**config.mk**
```make
export PLATFORM = sky130hd
export DESIGN_NAME = jtdsp16_loader_flat
export DESIGN_NICKNAME = d
export VERILOG_FILES = /design/src/rtl/jtdsp16_loader_pkg.sv /design/src/rtl/jtdsp16_loader_if.sv /design/src/rtl/jtdsp16_loader_tmr.sv /design/src/rtl/jtdsp16_loader.sv /design/src/flat_wrapper.sv
export SDC_FILE = /design/constraint.sdc
export NUM_CORES = 1
export LEC_CHECK = 0
export ABC_AREA = 1
export CELL_PAD_IN_SITES_DETAIL_PLACEMENT = 1
export CELL_PAD_IN_SITES_GLOBAL_PLACEMENT = 1
export CORE_MARGIN = 5
export CORE_UTILIZATION = 40
export DETAILED_ROUTE_END_ITERATION = 10
export PLACE_DENSITY = 0.86
export SLEW_MARGIN = 20
export SYNTH_ARGS = -nofsm -noshare
export SYNTH_HDL_FRONTEND = slang
export SYNTH_HIERARCHICAL = 1
export SYNTH_SLANG_ARGS = --single-unit
```
**constraint.sdc**
```tcl
create_clock -name clk -period 4.5 [get_ports clk]
set_clock_uncertainty 0.2 [all_clocks]
set_input_delay 0.675 -clock clk [delete_from_list [all_inputs] [get_ports clk]]
set_output_delay 0.675 -clock clk [all_outputs]
set_load 0.005 [all_outputs]
```
**src/rtl/jtdsp16_loader_pkg.sv**
```systemverilog
// jtdsp16_loader_pkg
//   Shared definitions for the DSP16 boot loader.
//   - FSM state encoding (exposed on the loader's state_dbg port)
//   - Default internal ROM address width (8 KB program ROM)
//   - Width of the shared timeout / reset-hold down-counter
//   - Helper that converts a cycle count into a down-counter preset
//   Optional feature macro used by the loader: JTDSP16_LOADER_CHK_EN.
package jtdsp16_loader_pkg;

  localparam int JTDSP16_ROM_AW = 13;
  localparam int TMR_W          = 16;

  typedef enum logic [2:0] {
    IDLE  = 3'd0,
    FETCH = 3'd1,
    WRITE = 3'd2,
    HOLD  = 3'd3,
    DONE  = 3'd4,
    FAIL  = 3'd5
  } state_t;

  // The counter is loaded with N-1 and the zero flag is consumed while the
  // FSM is still in the state, so the state lasts exactly N cycles.
  function automatic logic [TMR_W-1:0] tmr_preset(input int cycles);
    return (cycles > 0) ? TMR_W'(cycles - 1) : '0;
  endfunction

endpackage

```
**src/rtl/jtdsp16_loader_if.sv**
```systemverilog
// jtdsp16_loader_if
//   Bus bundle between the loader, the external source memory and the
//   internal program ROM.
//   Source read port:
//     src_addr  loader -> mem   external byte address
//     src_req   loader -> mem   read request
//     src_ok    mem -> loader   read done, src_data valid in the same cycle
//     src_data  mem -> loader   read data
//   ROM programming port:
//     prog_addr / prog_data / prog_we   loader -> ROM
//
//   Handshake: src_req is raised by the loader and held, with src_addr stable,
//   until the memory answers with src_ok. The byte is taken in the cycle where
//   src_req and src_ok are both high; src_req drops the following cycle. A
//   src_ok seen while src_req is low is ignored. prog_we is a single-cycle
//   strobe and prog_addr/prog_data are stable while it is high.
//   Modports: master = loader side, slave = memory / ROM side.
interface jtdsp16_loader_if
  import jtdsp16_loader_pkg::*;
#(
  parameter int AW  = JTDSP16_ROM_AW,
  parameter int SAW = 22
);

  logic [SAW-1:0] src_addr;
  logic           src_req;
  logic           src_ok;
  logic [7:0]     src_data;
  logic [AW-1:0]  prog_addr;
  logic [7:0]     prog_data;
  logic           prog_we;

  modport master (
    output src_addr, src_req, prog_addr, prog_data, prog_we,
    input  src_ok, src_data
  );

  modport slave (
    input  src_addr, src_req, prog_addr, prog_data, prog_we,
    output src_ok, src_data
  );

endinterface

```
**src/rtl/jtdsp16_loader_tmr.sv**
```systemverilog
// jtdsp16_loader_tmr
//   Loadable down-counter shared by the source-timeout wait and the
//   core-reset hold. It saturates at zero.
//   Ports:
//     clk       in   system clock
//     rst_n     in   synchronous active-low reset
//     load      in   load load_val (has priority over en)
//     load_val  in   preset value
//     en        in   count down by one while non-zero
//     zero      out  counter is zero
module jtdsp16_loader_tmr
  import jtdsp16_loader_pkg::*;
#(
  parameter int W = TMR_W
) (
  input  logic         clk,
  input  logic         rst_n,
  input  logic         load,
  input  logic [W-1:0] load_val,
  input  logic         en,
  output logic         zero
);

  logic [W-1:0] cnt;

  always_ff @(posedge clk) begin
    if (!rst_n) begin
      cnt <= '0;
    end else if (load) begin
      cnt <= load_val;
    end else if (en && (cnt != '0)) begin
      cnt <= cnt - W'(1);
    end
  end

  assign zero = (cnt == '0);

endmodule

```
**src/rtl/jtdsp16_loader.sv**
```systemverilog
// jtdsp16_loader
//   Boot sequencer for the DSP16 core. Holds the core in reset, copies the
//   program image byte by byte from external memory into the internal ROM,
//   waits RST_HOLD cycles and then releases the core.
//   Ports:
//     clk        in   system clock
//     rst_n      in   synchronous active-low reset
//     start      in   load request pulse (a load also starts on leaving reset)
//     base       in   external byte address of image byte 0
//     bus        master side of jtdsp16_loader_if (src_* read port, prog_* ROM port)
//     dsp_rst    out  core reset, active high
//     busy       out  load in progress (FETCH/WRITE/HOLD)
//     done       out  image loaded, core running
//     fault      out  source timeout, core held in reset
//     chk_sum    out  16-bit wrapping sum of the loaded bytes
//     state_dbg  out  current FSM state
//   Configuration macro: JTDSP16_LOADER_CHK_EN enables the checksum adder;
//   without it chk_sum is constant zero.
//   All outputs are registered.
module jtdsp16_loader
  import jtdsp16_loader_pkg::*;
#(
  parameter int AW       = JTDSP16_ROM_AW,
  parameter int SAW      = 22,
  parameter int TIMEOUT  = 1023,
  parameter int RST_HOLD = 16
) (
  input  logic                    clk,
  input  logic                    rst_n,
  input  logic                    start,
  input  logic [SAW-1:0]          base,
  jtdsp16_loader_if.master        bus,
  output logic                    dsp_rst,
  output logic                    busy,
  output logic                    done,
  output logic                    fault,
  output logic [15:0]             chk_sum,
  output state_t                  state_dbg
);

  localparam logic [AW-1:0]    ADDR_LAST    = '1;
  localparam logic [TMR_W-1:0] FETCH_PRESET = tmr_preset(TIMEOUT);
  localparam logic [TMR_W-1:0] HOLD_PRESET  = tmr_preset(RST_HOLD);

  state_t state, state_d;

  // Registered outputs and their next values
  logic           src_req_q,   src_req_d;
  logic           prog_we_q,   prog_we_d;
  logic           dsp_rst_q,   dsp_rst_d;
  logic           busy_q,      busy_d;
  logic           done_q,      done_d;
  logic           fault_q,     fault_d;
  logic [SAW-1:0] src_addr_q,  src_addr_d;
  logic [AW-1:0]  prog_addr_q, prog_addr_d;
  logic [7:0]     prog_data_q, prog_data_d;
  logic [SAW-1:0] base_q,      base_d;

  logic [AW-1:0]    prog_addr_inc;
  logic             last_byte;
  logic             tmr_load;
  logic             tmr_en;
  logic             tmr_zero;
  logic [TMR_W-1:0] tmr_val;

  assign prog_addr_inc = prog_addr_q + AW'(1);
  assign last_byte     = (prog_addr_q == ADDR_LAST);

  // ---------------------------------------------------------------------------
  // Shared timer: reloaded on every entry into FETCH (timeout) and into HOLD
  // (core reset hold); counts only while the FSM sits in one of those states.
  // ---------------------------------------------------------------------------
  assign tmr_load = (state_d != state) && ((state_d == FETCH) || (state_d == HOLD));
  assign tmr_val  = (state_d == HOLD) ? HOLD_PRESET : FETCH_PRESET;
  assign tmr_en   = (state == FETCH) || (state == HOLD);

  jtdsp16_loader_tmr #(.W(TMR_W)) u_tmr (
    .clk      (clk),
    .rst_n    (rst_n),
    .load     (tmr_load),
    .load_val (tmr_val),
    .en       (tmr_en),
    .zero     (tmr_zero)
  );

  // ---------------------------------------------------------------------------
  // State register (outputs are registered alongside the state)
  // ---------------------------------------------------------------------------
  always_ff @(posedge clk) begin
    if (!rst_n) begin
      state       <= IDLE;
      src_req_q   <= 1'b0;
      prog_we_q   <= 1'b0;
      dsp_rst_q   <= 1'b1;
      busy_q      <= 1'b0;
      done_q      <= 1'b0;
      fault_q     <= 1'b0;
      src_addr_q  <= '0;
      prog_addr_q <= '0;
      prog_data_q <= '0;
      base_q      <= '0;
    end else begin
      state       <= state_d;
      src_req_q   <= src_req_d;
      prog_we_q   <= prog_we_d;
      dsp_rst_q   <= dsp_rst_d;
      busy_q      <= busy_d;
      done_q      <= done_d;
      fault_q     <= fault_d;
      src_addr_q  <= src_addr_d;
      prog_addr_q <= prog_addr_d;
      prog_data_q <= prog_data_d;
      base_q      <= base_d;
    end
  end

  // ---------------------------------------------------------------------------
  // Next-state logic. IDLE is only ever occupied for one cycle: it is entered
  // from reset or from a start in DONE/FAIL, and always proceeds to a load.
  // start in FETCH/WRITE/HOLD is not looked at, so a start coinciding with
  // src_ok cannot disturb the byte being accepted.
  // ---------------------------------------------------------------------------
  always_comb begin
    state_d = state;
    case (state)
      IDLE:    state_d = FETCH;
      FETCH: begin
        if (bus.src_ok) begin
          state_d = WRITE;
        end else if (tmr_zero) begin
          state_d = FAIL;
        end
      end
      WRITE:   state_d = last_byte ? HOLD : FETCH;
      HOLD:    if (tmr_zero) state_d = DONE;
      DONE:    if (start) state_d = IDLE;
      FAIL:    if (start) state_d = IDLE;
      default: state_d = IDLE;
    endcase
  end

  // ---------------------------------------------------------------------------
  // Output logic: next values of the registered outputs. Control strobes are
  // decoded from the next state so they line up with the state register.
  // ---------------------------------------------------------------------------
  always_comb begin
    src_req_d   = (state_d == FETCH);
    prog_we_d   = (state_d == WRITE);
    dsp_rst_d   = (state_d != DONE);
    busy_d      = (state_d == FETCH) || (state_d == WRITE) || (state_d == HOLD);
    done_d      = (state_d == DONE);
    fault_d     = (state_d == FAIL);
    src_addr_d  = src_addr_q;
    prog_addr_d = prog_addr_q;
    prog_data_d = prog_data_q;
    base_d      = base_q;

    // Load start: capture base and restart from ROM byte 0.
    if (state == IDLE) begin
      base_d      = base;
      prog_addr_d = '0;
      src_addr_d  = base;
    end

    if ((state == FETCH) && bus.src_ok) begin
      prog_data_d = bus.src_data;
    end

    // The last ROM byte leaves prog_addr in place so it never wraps to 0.
    if ((state == WRITE) && !last_byte) begin
      prog_addr_d = prog_addr_inc;
      src_addr_d  = base_q + SAW'(prog_addr_inc);
    end
  end

  // ---------------------------------------------------------------------------
  // Optional checksum of the bytes written in the current load
  // ---------------------------------------------------------------------------
`ifdef JTDSP16_LOADER_CHK_EN
  logic [15:0] chk_q;

  always_ff @(posedge clk) begin
    if (!rst_n) begin
      chk_q <= '0;
    end else if (state == IDLE) begin
      chk_q <= '0;
    end else if ((state == FETCH) && bus.src_ok) begin
      chk_q <= chk_q + 16'(bus.src_data);
    end
  end

  assign chk_sum = chk_q;
`else
  assign chk_sum = '0;
`endif

  assign bus.src_req   = src_req_q;
  assign bus.src_addr  = src_addr_q;
  assign bus.prog_we   = prog_we_q;
  assign bus.prog_addr = prog_addr_q;
  assign bus.prog_data = prog_data_q;
  assign dsp_rst       = dsp_rst_q;
  assign busy          = busy_q;
  assign done          = done_q;
  assign fault         = fault_q;
  assign state_dbg     = state;

endmodule

```
**src/flat_wrapper.sv**
```systemverilog
// flat-port wrapper written by rule: the top's interface ports become plain ports
module jtdsp16_loader_flat import jtdsp16_loader_pkg::*;
#(
  parameter int AW       = JTDSP16_ROM_AW,
  parameter int SAW      = 22,
  parameter int TIMEOUT  = 1023,
  parameter int RST_HOLD = 16
)
  (clk, rst_n, start, base, dsp_rst, busy, done, fault, chk_sum, state_dbg, bus_src_addr, bus_src_req, bus_prog_addr, bus_prog_data, bus_prog_we, bus_src_ok, bus_src_data);
  jtdsp16_loader_if #(.AW(AW), .SAW(SAW)) bus_i ();
  input  logic clk;
  input  logic rst_n;
  input  logic start;
  input  logic [SAW-1:0] base;
  output logic dsp_rst;
  output logic busy;
  output logic done;
  output logic fault;
  output logic [15:0] chk_sum;
  output state_t state_dbg;
  output wire logic [$bits(bus_i.src_addr)-1:0] bus_src_addr;
  output wire logic [$bits(bus_i.src_req)-1:0] bus_src_req;
  output wire logic [$bits(bus_i.prog_addr)-1:0] bus_prog_addr;
  output wire logic [$bits(bus_i.prog_data)-1:0] bus_prog_data;
  output wire logic [$bits(bus_i.prog_we)-1:0] bus_prog_we;
  input wire logic [$bits(bus_i.src_ok)-1:0] bus_src_ok;
  input wire logic [$bits(bus_i.src_data)-1:0] bus_src_data;
  assign bus_src_addr = bus_i.src_addr;
  assign bus_src_req = bus_i.src_req;
  assign bus_prog_addr = bus_i.prog_addr;
  assign bus_prog_data = bus_i.prog_data;
  assign bus_prog_we = bus_i.prog_we;
  assign bus_i.src_ok = bus_src_ok;
  assign bus_i.src_data = bus_src_data;
  jtdsp16_loader #(.AW(AW), .SAW(SAW), .TIMEOUT(TIMEOUT), .RST_HOLD(RST_HOLD)) u_core (.clk(clk), .rst_n(rst_n), .start(start), .base(base), .bus(bus_i), .dsp_rst(dsp_rst), .busy(busy), .done(done), .fault(fault), .chk_sum(chk_sum), .state_dbg(state_dbg));
endmodule
```
==> results.sh <==
export IMPL_status="complete, no violations"
export IMPL_synth_top_cell_area_share=0.3250
export IMPL_ctsHoldBuffers=0
export IMPL_synth_edf_count=0
export IMPL_required_ns=4.58
export IMPL_wl_per_cell_um=15.04
export IMPL_period_minus_slack_ns=3.156
export IMPL_dpl_hpwl_um=12860
export IMPL_drtIter0Drc=273
export IMPL_cts_inserted_buffers=9
export IMPL_fp_dieW_um=127.7
export IMPL_core_um2=13720
export IMPL_syn_to_final_growth_pct=22.75
export IMPL_numClockSinks=90
export IMPL_yosysMostFrequentCell="nand2_1"
export IMPL_ys_warn_count=6
export IMPL_crit_end="u_core/bus.src_addr[17]"
export IMPL_clock_latency_ns=0.36
export IMPL_regToRegEndpoint="u_core/bus.src_addr[17]"
export IMPL_ys_top_cells_by_count="nand2_1, nor2_1, inv_1, dfxtp_1, nand3_1"
export IMPL_power_frac_seq=0.428
export IMPL_critPathKind="reg2reg"
export IMPL_antenna_found_initial=0
export IMPL_wl_um=17340
export IMPL_combPwrFrac=0.204
export IMPL_via_per_inst=4.912
export IMPL_synthDistinctLibCells=40
export IMPL_hold_ws_ns=0.2748
export IMPL_post_cts_setup_buffers=0
export IMPL_p_int_mw=1.469
export IMPL_power_density_nw_per_um2=313.0
export IMPL_drv_cap=0
export IMPL_drive_gt1_frac=0.06475
export IMPL_grt_pass1_vias=5967
export IMPL_vdd_drop_max_v=0.0001546
export IMPL_root_buffer="clkbuf_16"
export IMPL_rsz0062_at_grt="false"
export IMPL_grtUsageTotal=0.2177
export IMPL_gp_congestion=0.8522
export IMPL_ys_async_sr_fraction=0
export IMPL_yosys_area_top_type="dfxtp_1"
export IMPL_cp_max_fo=7
export IMPL_rrSetupSlack_ns=1.34
export IMPL_ys_ff_latch=90
export IMPL_endpoint_kind="flop"
export IMPL_synth_cells=881
export IMPL_arrival_ns=3.24
export IMPL_switchingPower_uw=661.0
export IMPL_tightest_slew_ns=0.7697
export IMPL_ctsResizeCount=0
export IMPL_cts_clk_slew_worst_paths_ns=0.07
export IMPL_hold_viol=0
export IMPL_detail_route_antenna_nets=0
export IMPL_max_freq_mhz=316.9
export IMPL_relSlewSlack=0.4863
export IMPL_worstSetupStartpoint="u_core/bus.prog_addr[4]"
export IMPL_num_antenna_cells=0
export IMPL_p_sw_frac=0.3103
export IMPL_synthesis_area_um2=5544
export IMPL_drcViolationCount=0
export IMPL_reg2regPathDepth=15
export IMPL_maxSlewViolCount=0
export IMPL_hold_depth=2
export IMPL_r2r_start="u_core/bus.prog_addr[4]"
export IMPL_ioPinCount=102
export IMPL_num_vias=5663
export IMPL_p_leak_nw=3.290
export IMPL_fin_crit_sh=0.7012
export IMPL_grt_max_degree=33
export IMPL_synthFlopType="dfxtp_1"
export IMPL_die_h_um=127.7
export IMPL_clk_path_buf_depth=2
export IMPL_cts_tree="built"
export IMPL_drt_pass1_iter_count=4
export IMPL_io_buffers=85
export IMPL_cts_htree_levels=3
export IMPL_dieArea_um2=16320
export IMPL_grt_pass1_wl_um=28970
export IMPL_synth_area_leaders="dfxtp_1, nand2_1, nor2_1, inv_1, nand3_1"
export IMPL_finalSetupTns_ns=0
export IMPL_min_delay_path_class="reg2reg"
export IMPL_nNetsFinal=1019
export IMPL_power_frac_clock=0.367
export IMPL_start_util=0.4041
export IMPL_rows=43
export IMPL_seq_area_frac_synth=0.3250
export IMPL_start_kind="flop"
export IMPL_hp_start="u_core/base_q[11]"
export IMPL_syn_avg_cell_area_um2=6.293
export IMPL_grt_overflow=0
export IMPL_setup_viol=0
final cells by class:
cell class / instances / area [um^2]
clock buffers: 9 / 225.2
clock inverters: 7 / 76.32
fillers: 1873 / 6914
inverters: 116 / 440.4
multi-input cells: 661 / 3148
flip-flops and latches: 90 / 1802
well taps: 180 / 225.2
repair buffers: 90 / 888.4
power by group through the flow:
stage          combinational (mW)  sequential [mW]  clock (mW)
2_1_floorplan               0.286            0.918           0
3_3_place_gp                0.422            0.927           0
3_5_place_dp                0.433            0.929           0
4_1_cts                     0.439            0.913       0.799
5_1_grt                     0.492            0.922       0.834
6_report                    0.435            0.913       0.782
cell usage in the layout (no fill, tap or decap), types with 4 or more instances in the layout:
cell type	synthesis	final
dfxtp_1	90	90
inv_1	110	110
nor2_1	116	115
nand4_1	9	9
clkbuf_16	0	9
a21oi_2	6	6
or2_2	5	5
nand3_1	71	71
nand2_4	4	4
conb_1	2	25
nand2_1	279	279
nand3b_1	5	5
o21ai_0	23	23
nand2_2	7	7
ha_1	16	16
clkdlybuf4s50_1	0	85
buf_4	16	5
nor2_2	5	6
nor3_1	4	4
xnor2_1	4	4
inv_2	4	4
xor2_1	12	12
a31oi_1	4	4
a21oi_1	49	49
logic make-up after synthesis:
| group | Yosys count | synth area share |
|---|---|---|
| compound gates | 88 | 0.08757 |
| xor+xnor | 16 | 0.02528 |
| fa+ha+maj | 17 | 0.03972 |
| buf+inv | 153 | 0.1232 |
| flops | 90 | 0.3250 |
| other cells | 2 | 0.001355 |
| simple gates | 515 | 0.3979 |
sequential cells by signal, indices dropped and copies added, names as in the netlist:
| name | flops |
|---|---|
| u_core/base_q | 22 |
| u_core/bus.prog_addr | 13 |
| u_core/bus.prog_data | 8 |
| u_core/bus.prog_we | 1 |
| u_core/bus.src_addr | 22 |
| u_core/bus.src_req | 1 |
| u_core/busy | 1 |
| u_core/done | 1 |
| u_core/dsp_rst | 1 |
| u_core/fault | 1 |
| u_core/state_dbg | 3 |
| u_core/u_tmr/cnt | 16 |
critical path: stages (launching register included):
cell	delay (ns)
dfxtp_1	0.51
nand4_1	0.19
nor4_1	0.41
nand2_1	0.15
nand2_1	0.13
inv_1	0.07
ha_1	0.34
nand2_1	0.13
nor2_1	0.17
and2_1	0.18
nand2_1	0.07
nand2_1	0.16
nand2_1	0.07
nand2_1	0.06
nand3_1	0.07
a21oi_1	0.16
metal layers:
layer / share of wire / up-vias / GRT usage
met4: 0.020 / 0 / 0.07865
met3: 0.041 / 20 / 0.03333
met1: 0.45 / 2658 / 0.2753
met5: 0 / - / 0
met2: 0.49 / 100 / 0.3755
li1: - / 2885 / -
worst min path at each step:
stage	slack (ns)	to
CTS	0.27	u_core/base_q[11]
global route	0.29	u_core/bus.src_addr[3]
detailed placement	0.26	u_core/bus.src_addr[3]
floorplan	0.24	u_core/base_q[0]
global placement	0.25	u_core/base_q[3]
finish	0.27	u_core/base_q[11]
through the flow:
step	utilization	cell area, um^2	worst slack, ns	instances	power (mW)
2_1_floorplan	-	5630	1.960	904	1.204
3_3_place_gp	0.4741	6504	1.612	1137	1.350
3_5_place_dp	0.4741	6504	1.526	1137	1.362
4_1_cts	0.4960	6805	1.390	1153	2.151
5_1_grt	0.4960	6805	1.119	1153	2.248
6_report	0.4960	6805	1.344	1153	2.130
(Power assumes the default switching activity.)
